==> src/rtl/store_size_unit_pkg.sv <==
// Size codes shared by the load-size and store-size datapath units.
package store_size_unit_pkg;
  localparam logic [1:0] SZ_WORD = 2'b00;
  localparam logic [1:0] SZ_HALF = 2'b01;
  localparam logic [1:0] SZ_BYTE = 2'b10;
  localparam logic [1:0] SZ_ILL  = 2'b11;
endpackage

==> src/rtl/ss_merge.sv <==
// Combinational merge of store data into a read word for SW/SH/SB.
module ss_merge
  import store_size_unit_pkg::*;
(
  input  logic [1:0]  ss_ctrl,
  input  logic [31:0] store_data,
  input  logic [31:0] rdata,
  output logic [31:0] wdata
);

  always_comb begin
    wdata = store_data;
    case (ss_ctrl)
      SZ_HALF: wdata = {rdata[31:16], store_data[15:0]};
      SZ_BYTE: wdata = {rdata[31:8], store_data[7:0]};
      default: wdata = store_data;
    endcase
  end

endmodule

==> src/rtl/store_size_unit.sv <==
// Store-size sequencer: direct SW, read-modify-write SH/SB, illegal-size reporting.
//  state | meaning
//  IDLE  | waiting for start; inputs latched on start
//  READ  | mem_addr driven, waiting MEM_LATENCY cycles for read data
//  WRITE | one-cycle mem_wr with merged word
//  DONE  | one-cycle done (and illegal) pulse
module store_size_unit
  import store_size_unit_pkg::*;
#(
  parameter int MEM_LATENCY = 1
) (
  input  logic        clk,
  input  logic        reset,
  input  logic        start,
  input  logic [1:0]  ss_ctrl,
  input  logic [31:0] addr,
  input  logic [31:0] store_data,
  input  logic [31:0] mem_rdata,
  output logic [31:0] mem_addr,
  output logic [31:0] mem_wdata,
  output logic        mem_wr,
  output logic        busy,
  output logic        done,
  output logic        illegal
);

  typedef enum logic [1:0] {
    S_IDLE  = 2'd0,
    S_READ  = 2'd1,
    S_WRITE = 2'd2,
    S_DONE  = 2'd3
  } state_t;

  localparam logic [2:0] LAT_LAST = 3'(MEM_LATENCY - 1);

  state_t      state;
  logic [2:0]  cnt;
  logic [1:0]  ctrl_q;
  logic [31:0] data_q;
  logic [1:0]  sel_ctrl;
  logic [31:0] sel_data;
  logic [31:0] merged;

  // In IDLE the merge sees the live inputs so a word store can write next cycle.
  assign sel_ctrl = (state == S_IDLE) ? ss_ctrl : ctrl_q;
  assign sel_data = (state == S_IDLE) ? store_data : data_q;

  ss_merge u_merge (
    .ss_ctrl    (sel_ctrl),
    .store_data (sel_data),
    .rdata      (mem_rdata),
    .wdata      (merged)
  );

  always_ff @(posedge clk or negedge reset) begin
    if (!reset) begin
      state     <= S_IDLE;
      cnt       <= '0;
      ctrl_q    <= '0;
      data_q    <= '0;
      mem_addr  <= '0;
      mem_wdata <= '0;
      mem_wr    <= 1'b0;
      busy      <= 1'b0;
      done      <= 1'b0;
      illegal   <= 1'b0;
    end else begin
      mem_wr  <= 1'b0;
      done    <= 1'b0;
      illegal <= 1'b0;
      case (state)
        S_IDLE: begin
          if (start) begin
            ctrl_q   <= ss_ctrl;
            data_q   <= store_data;
            busy     <= 1'b1;
            case (ss_ctrl)
              SZ_WORD: begin
                state     <= S_WRITE;
                mem_addr  <= addr;
                mem_wdata <= merged;
                mem_wr    <= 1'b1;
              end
              SZ_ILL: begin
                state   <= S_DONE;
                done    <= 1'b1;
                illegal <= 1'b1;
              end
              default: begin
                state    <= S_READ;
                mem_addr <= addr;
                cnt      <= LAT_LAST;
              end
            endcase
          end
        end
        S_READ: begin
          // Terminal count: mem_rdata is valid at this edge.
          if (cnt == 3'd0) begin
            state     <= S_WRITE;
            mem_wdata <= merged;
            mem_wr    <= 1'b1;
          end else begin
            cnt <= cnt - 3'd1;
          end
        end
        S_WRITE: begin
          state <= S_DONE;
          done  <= 1'b1;
        end
        S_DONE: begin
          state <= S_IDLE;
          busy  <= 1'b0;
        end
        default: state <= S_IDLE;
      endcase
    end
  end

endmodule

==> config.mk <==
export PLATFORM = sky130hd
export DESIGN_NAME = store_size_unit
export DESIGN_NICKNAME = d
export VERILOG_FILES = /design/src/rtl/store_size_unit_pkg.sv /design/src/rtl/ss_merge.sv /design/src/rtl/store_size_unit.sv
export SDC_FILE = /design/constraint.sdc
export NUM_CORES = 1
export LEC_CHECK = 0
export CAP_MARGIN = 25
export CORE_ASPECT_RATIO = 1.2
export CORE_MARGIN = 2
export CORE_UTILIZATION = 35
export CTS_CLUSTER_SIZE = 16
export DETAILED_ROUTE_END_ITERATION = 10
export PLACE_DENSITY = 0.74
export SETUP_SLACK_MARGIN = 0.1
export SYNTH_ARGS = -nofsm -noshare
export SYNTH_HDL_FRONTEND = slang
export SYNTH_SLANG_ARGS = --single-unit
==> constraint.sdc <==
create_clock -name clk -period 3.9 [get_ports clk]
set_input_delay 1.17 -clock clk [delete_from_list [all_inputs] [get_ports clk]]
set_output_delay 1.17 -clock clk [all_outputs]
set_load 0.02 [all_outputs]
==> results of run 1 <==
==> final timing paths <==
check / from / endpoint / slack, ns / cells after the start
min: ctrl_q[0] / ctrl_q[0] / 0.49 / 2
max: ss_ctrl[1] / mem_wdata[10] / 0.83 / 7
min reg2reg: ctrl_q[0] / ctrl_q[0] / 0.49 / 2
max in group asynchronous: reset / mem_wdata[0] / 2.27 / 2
min in group asynchronous: reset / mem_addr[14] / 0.84 / 1
max reg2reg: state[0] / mem_wdata[10] / 0.95 / 8
==> Yosys cell counts (all sizes together), types with 2 or more instances <==
cell / count / area (sq um)
buf: 23 / 143.9
nor2: 43 / 161.4
and2: 2 / 12.52
inv: 9 / 33.78
mux2: 81 / 1025
a21oi: 43 / 215.2
or2: 2 / 12.52
nand2: 10 / 45.04
ha: 10 / 125.1
o21ai: 5 / 25.02
dfrtp: 107 / 2678
nand3: 4 / 20.02
a22oi: 17 / 141.4
nor2b: 2 / 12.51
mux2i: 19 / 190.2
clkbuf: 2 / 7.510
nand2b: 3 / 18.77
==> per-stage QoR <==
step	util (%)	instances	setup slack, ns	instance area (sq um)
2_1_floorplan	-	389	1.190	4920
3_3_place_gp	48.61	704	0.2504	6689
3_5_place_dp	48.69	705	0.4665	6700
4_1_cts	50.79	721	0.8178	6989
5_1_grt	50.79	721	0.7185	6989
6_report	50.79	721	0.8281	6989
==> state kept, by name, indices dropped and copies added (netlist names) <==
signal     flops
state          2
data_q        32
mem_addr      32
mem_wdata     32
cnt            3
done           1
illegal        1
busy           1
ctrl_q         2
mem_wr         1
==> placed cells by master (no fill, tap or decap) <==
cell               n
clkdlybuf4s50_1  159
dfrtp_1          107
mux2_2            51
nor2_1            43
a21oi_1           43
mux2_4            30
mux2i_1           19
a22oi_1           16
inv_1              9
nand2_1            9
ha_1               9
clkbuf_16          9
buf_4              7
o21ai_0            5
nand3_1            4
clkbuf_1           4
nand2b_1           3
buf_12             3
nor2b_1            2
or2_2              2
and3_1             1
a22oi_4            1
nand2_4            1
and2_1             1
o22ai_1            1
nor3_1             1
a221oi_1           1
and2_0             1
o32ai_1            1
o211ai_1           1
nor4bb_1           1
ha_2               1
clkinv_2           1
bufinv_16          1
clkbuf_8           1
buf_6              1
==> cell type report <==
type	instances	area (sq um)	area share, %
tap	171	214.0	3.061
inverter	9	33.78	0.4834
clock buffer	14	254.0	3.634
multi-input combinational	248	2059	29.47
clock inverter	2	35.03	0.5013
timing repair buffer	170	1715	24.54
sequential	107	2678	38.31
==> worst max-delay path, delay by kind of cell <==
family	cells	cell delay, ns
muxes	1	0.30
AOI/OAI and AO/OA	2	0.35
and+or+nand+nor	1	0.57
buffers and inverters	2	0.65
adders and majority gates	1	0.29
==> power breakdown <==
group          total [uW]  internal (uW)  switching (uW)
Sequential           1970           1670             296
Clock                 902            516             386
Combinational        3290           1690            1600
==> layer usage <==
metal / wire length [microns] / share of wire [%] / vias up / track usage [%]
met5: 0 / 0 / - / 0
met4: 157 / 1.3 / 0 / 5.759
met2: 5769 / 49 / 129 / 27.28
li1: - / - / 1671 / -
met1: 5035 / 43 / 1740 / 19.15
met3: 812 / 6.9 / 12 / 4.022
==> cell families after synthesis <==
group                      count (synthesis)  share of synthesized area [%]
buffers and inverters                     34                          3.764
DFF                                      107                          54.43
AOI/OAI and AO/OA                         69                          8.393
and+or+nand+nor                           69                          6.180
muxes                                    100                          24.69
adders and majority gates                 10                          2.543
==> results.md, run 1 <==
- Run status: finished clean
- Worst-path cell chain: clkdlybuf4s50_1, mux2_2, ha_1, buf_4, nor2b_1, a21oi_1, a21oi_1
- Unique masters post-synth: 32
- Syn nets: 500
- Largest stage delay, worst path: 0.57 ns
- Total die area: 0.01502 sq mm
- Vias in the first global route: 3852
- Ant diodes: 0
- DP HPWL: 8.385 mm
- Htree depth: 3
- Slew Limit Fails: 0
- Syn Inst Count: 389
- Setup violators final: 0
- Port bufs: 160
- Sequential share of the synthesized area: 54.43%
- Synth Cell Area: 0.004920 sq mm
- Slew @ Worst Pin: 0.7006 ns
- Num Clock Sinks: 107
- Fin crit share: 78.77%
- Vias/cell: 4.926
- Initial antenna violation count: 0
- Detailed-route wire length per cell: 16.33 microns
- Fin. Hold Viols: 0
- Largest net degree at the start of global routing: 60
- Total length of routed wires: 11.77 mm
- Fin nets: 656
- Die Span X: 112.2 microns
- Chip Height: 133.9 microns
- Postcts setup bufs: 0
- Layout area overhead: 42.07%
- Crit path DAT: 3.33 ns
- Average size of a mapped cell: 12.65 sq um
- CTS buffer count: 9
- Clk root buf: clkbuf_16
- # hold bufs at CTS: 0
- Pwr/cell area: 880.8 mW/mm^2
- Critical Path End Type: flip-flop
- First-pass GRT wire length: 19.09 mm
- Most frequent CP cell: a21oi_1
- Post-route ant nets: 0
- Ys Warns: 0
- GP Congestion: 0.7920
- CTS tree: yes
- RSZ-0062 raised after global routing: no
- Peak supply drop: 0.0004113 V
- Worst path required time: 4.16 ns
- Max frequency: 0.3255 GHz
- Number of flops mapped to enable cells by yosys: 0
- FF+latch count, synth: 107
- Num rows: 47
- WHS: 0.4893 ns
- GRT Total Usage: 15.81%
- Headroom to the max-slew limit: 53.20%
- TritonRoute pass-1 iters: 6
- Clock Path Buffers: 2
- Nature of the critical path startpoint: input port
- Hold Crit Class: reg2reg
- Skew-Pair Late Insertion Delay: 0.34 ns
- Clock Skew: 0.005455 ns
- CP Class: in2reg
- Final Power: 6156 uW
- Grt total ovfl: 0
- DRC Markers: 0
- Period minus WS final: 3.072 ns
- CTS clk-pin slew, worst paths: 0.06 ns
- # fillers: 1213
- Layout cell share with drive strength beyond 1: 19.82%
- Worst path slowest cell: nor2b_1
- Core Area: 0.01376 sq mm
- Asr flop ratio synth: 100.0%
- Detailed Route Iter0 Violations: 114
- Initial cell density of the core: 35.75%
- P_leak: 0.003036 uW
- Worst-path maximum fanout: 18
- IO Pins: 169
- Main synth FF type: dfrtp_1
- Setup TNS: 0 ns
- MaxCap Viol Count: 0
- Via count: 3552
- CTS resizes: 0
No activity file was read; power rests on OpenSTA's default activity.
==> inputs of run 2 (changes only) <==
==> constraint.sdc (replaced) <==
create_clock -name clk -period 2.9 [get_ports clk]
set_input_delay 0.87 -clock clk [delete_from_list [all_inputs] [get_ports clk]]
set_output_delay 0.87 -clock clk [all_outputs]
set_load 0.02 [all_outputs]
==> results.md, run 2 (synthesis gave the netlist of run 1 again) <==
- CP Class: in2reg (unchanged)
- GP Congestion: 0.7884 (was 0.7920)
- Clock Path Buffers: 2 (unchanged)
- Hold Crit Class: in2async (was reg2reg)
- Vias/cell: 4.920 (was 4.926)
- Num Clock Sinks: 107 (unchanged)
- Layout area overhead: 43.54% (was 42.07%)
- Detailed Route Iter0 Violations: 162 (was 114)
- Largest registers: data_q x32, mem_addr x32, mem_wdata x32 (unchanged)
- Port bufs: 160 (unchanged)
- Slew Limit Fails: 0 (unchanged)
- Htree depth: 3 (unchanged)
- Clk root buf: clkbuf_16 (unchanged)
- Pwr/cell area: 1197 mW/mm^2 (was 880.8 mW/mm^2)
- Largest stage delay, worst path: 0.47 ns (was 0.57 ns)
- Final Power: 8454 uW (was 6156 uW)
- Nature of the critical path startpoint: input port (unchanged)
- CTS clk-pin slew, worst paths: 0.07 ns (was 0.06 ns)
- CTS resizes: 0 (unchanged)
- Skew-Pair Late Insertion Delay: 0.34 ns (about the same)
- Total length of routed wires: 11.72 mm (was 11.77 mm)
- Setup violators final: 0 (unchanged)
- Worst path slowest cell: clkdlybuf4s50_1 (was nor2b_1)
- Vias in the first global route: 3844 (was 3852)
- Grt total ovfl: 0 (unchanged)
- Worst path required time: 3.11 ns (was 4.16 ns)
- Initial cell density of the core: 35.75% (unchanged)
- RR Startpoint: state[0] (unchanged)
- RSZ-0062 raised after global routing: no (unchanged)
- Largest net degree at the start of global routing: 55 (was 60)
- DRC Markers: 0 (unchanged)
- DP HPWL: 8.425 mm (was 8.385 mm)
- TritonRoute pass-1 iters: 4 (was 6)
- Fin. Hold Viols: 0 (unchanged)
- P_leak: 0.003079 uW (was 0.003036 uW)
- Most frequent CP cell: nor2_1 (was a21oi_1)
- GRT Total Usage: 16.05% (was 15.81%)
- Num rows: 47 (unchanged)
- Layout cell share with drive strength beyond 1: 20.80% (was 19.82%)
- Peak supply drop: 0.0005860 V (was 0.0004113 V)
- Instance count on the critical path: 9 (was 7)
- Setup TNS: 0 ns (unchanged)
- CTS buffer count: 9 (unchanged)
- R2r setup slk: 0.68 ns (was 0.95 ns)
- R2R depth: 8 (unchanged)
- Period minus WS final: 2.388 ns
- Detailed-route wire length per cell: 16.19 microns (was 16.33 microns)
- # hold bufs at CTS: 0 (unchanged)
- Critical Path End Type: flip-flop (unchanged)
- Delay-heaviest family, CP: buffers and inverters (unchanged)
- Via count: 3562 (was 3552)
- DP Area: 0.006719 sq mm (was 0.006700 sq mm)
- MaxCap Viol Count: 0 (unchanged)
- Worst-path cell chain: clkdlybuf4s50_1, mux2i_1, inv_1, ha_1, nor2_1, nor2_1, buf_4, a22oi_1, a21oi_1 (was clkdlybuf4s50_1, mux2_2, ha_1, buf_4, nor2b_1, a21oi_1, a21oi_1)
- Postcts setup bufs: 0 (unchanged)
- First-pass GRT wire length: 19.22 mm (was 19.09 mm)
- Post-route ant nets: 0 (unchanged)
- Clock Skew: 0.005234 ns (was 0.005455 ns)
- Total die area: 0.01502 sq mm (unchanged)
- Max frequency: 0.4188 GHz
- Worst-path maximum fanout: 16 (was 18)
- WHS: 0.4702 ns (was 0.4893 ns)
- Headroom to the max-slew limit: 66.30% (was 53.20%)
- CP startpoint: ss_ctrl[0] (was ss_ctrl[1])
- Most common cell after layout, fill and taps aside: clkdlybuf4s50_1 (unchanged)
- Finished Core Util: 51.32% (was 50.79%)
- IO Pins: 169 (unchanged)
- Fin crit share: 82.34%
- CP bufs+invs: 3 (was 2)
- CP endpoint: mem_wdata[30] (was mem_wdata[10])
- Ant diodes: 0 (unchanged)
- Fin nets: 659 (was 656)
- R2R Path End: mem_wdata[30] (was mem_wdata[10])
- Crit path DAT: 2.60 ns (was 3.33 ns)
- Design area: 0.007062 sq mm (was 0.006989 sq mm)
- Most frequent cells in the layout: clkdlybuf4s50_1, dfrtp_1, mux2_2, nor2_1, a21oi_1 (unchanged)
- Die Span X: 112.2 microns (unchanged)
- Initial antenna violation count: 0 (unchanged)
- Run status: finished clean (unchanged)
- CTS tree: yes (unchanged)
- Core Area: 0.01376 sq mm (unchanged)
- Slew @ Worst Pin: 0.5055 ns (was 0.7006 ns)
- Chip Height: 133.9 microns (unchanged)
[run 2: per-layer routing]
layer	track usage (%)	wire length, microns	part of all wire [%]
met1	19.46	4874	42
met2	27.31	5818	50
met3	4.700	842	7.2
met4	5.623	184	1.6
met5	0	0	0
[run 2: per-stage QoR]
stage	cells	setup slack, ns
floorplan	389	0.1901
global placement	708	0.2530
detailed placement	708	0.1118
CTS	724	0.4862
global route	724	0.3752
finish	724	0.5123
[run 2: how the worst min path moves through the flow]
stage	startpoint	to	slack, ns	cells after the start
2_1_floorplan	ctrl_q[1]	ctrl_q[1]	0.45	2
3_3_place_gp	ctrl_q[1]	ctrl_q[1]	0.46	2
3_5_place_dp	ctrl_q[0]	ctrl_q[0]	0.48	2
4_1_cts	reset	mem_addr[19]	0.47	1
5_1_grt	reset	mem_addr[19]	0.48	1
6_report	reset	mem_addr[19]	0.47	1
[run 2: final cells by class]
| type | instances | area, sq um |
|---|---|---|
| fillers | 1199 | 6699 |
| flip-flops and latches | 107 | 2678 |
| multi-input cells | 248 | 2059 |
| repair buffers | 173 | 1734 |
| clock buffers | 11 | 242.7 |
| well taps | 171 | 214.0 |
| clock inverters | 5 | 100.1 |
| inverters | 9 | 33.78 |
[run 2: where the power goes]
group / internal (uW) / leakage, uW / switching, uW
Sequential: 2250 / 0.00126 / 394
Clock: 865 / 0.000169 / 515
Combinational: 2280 / 0.00165 / 2150
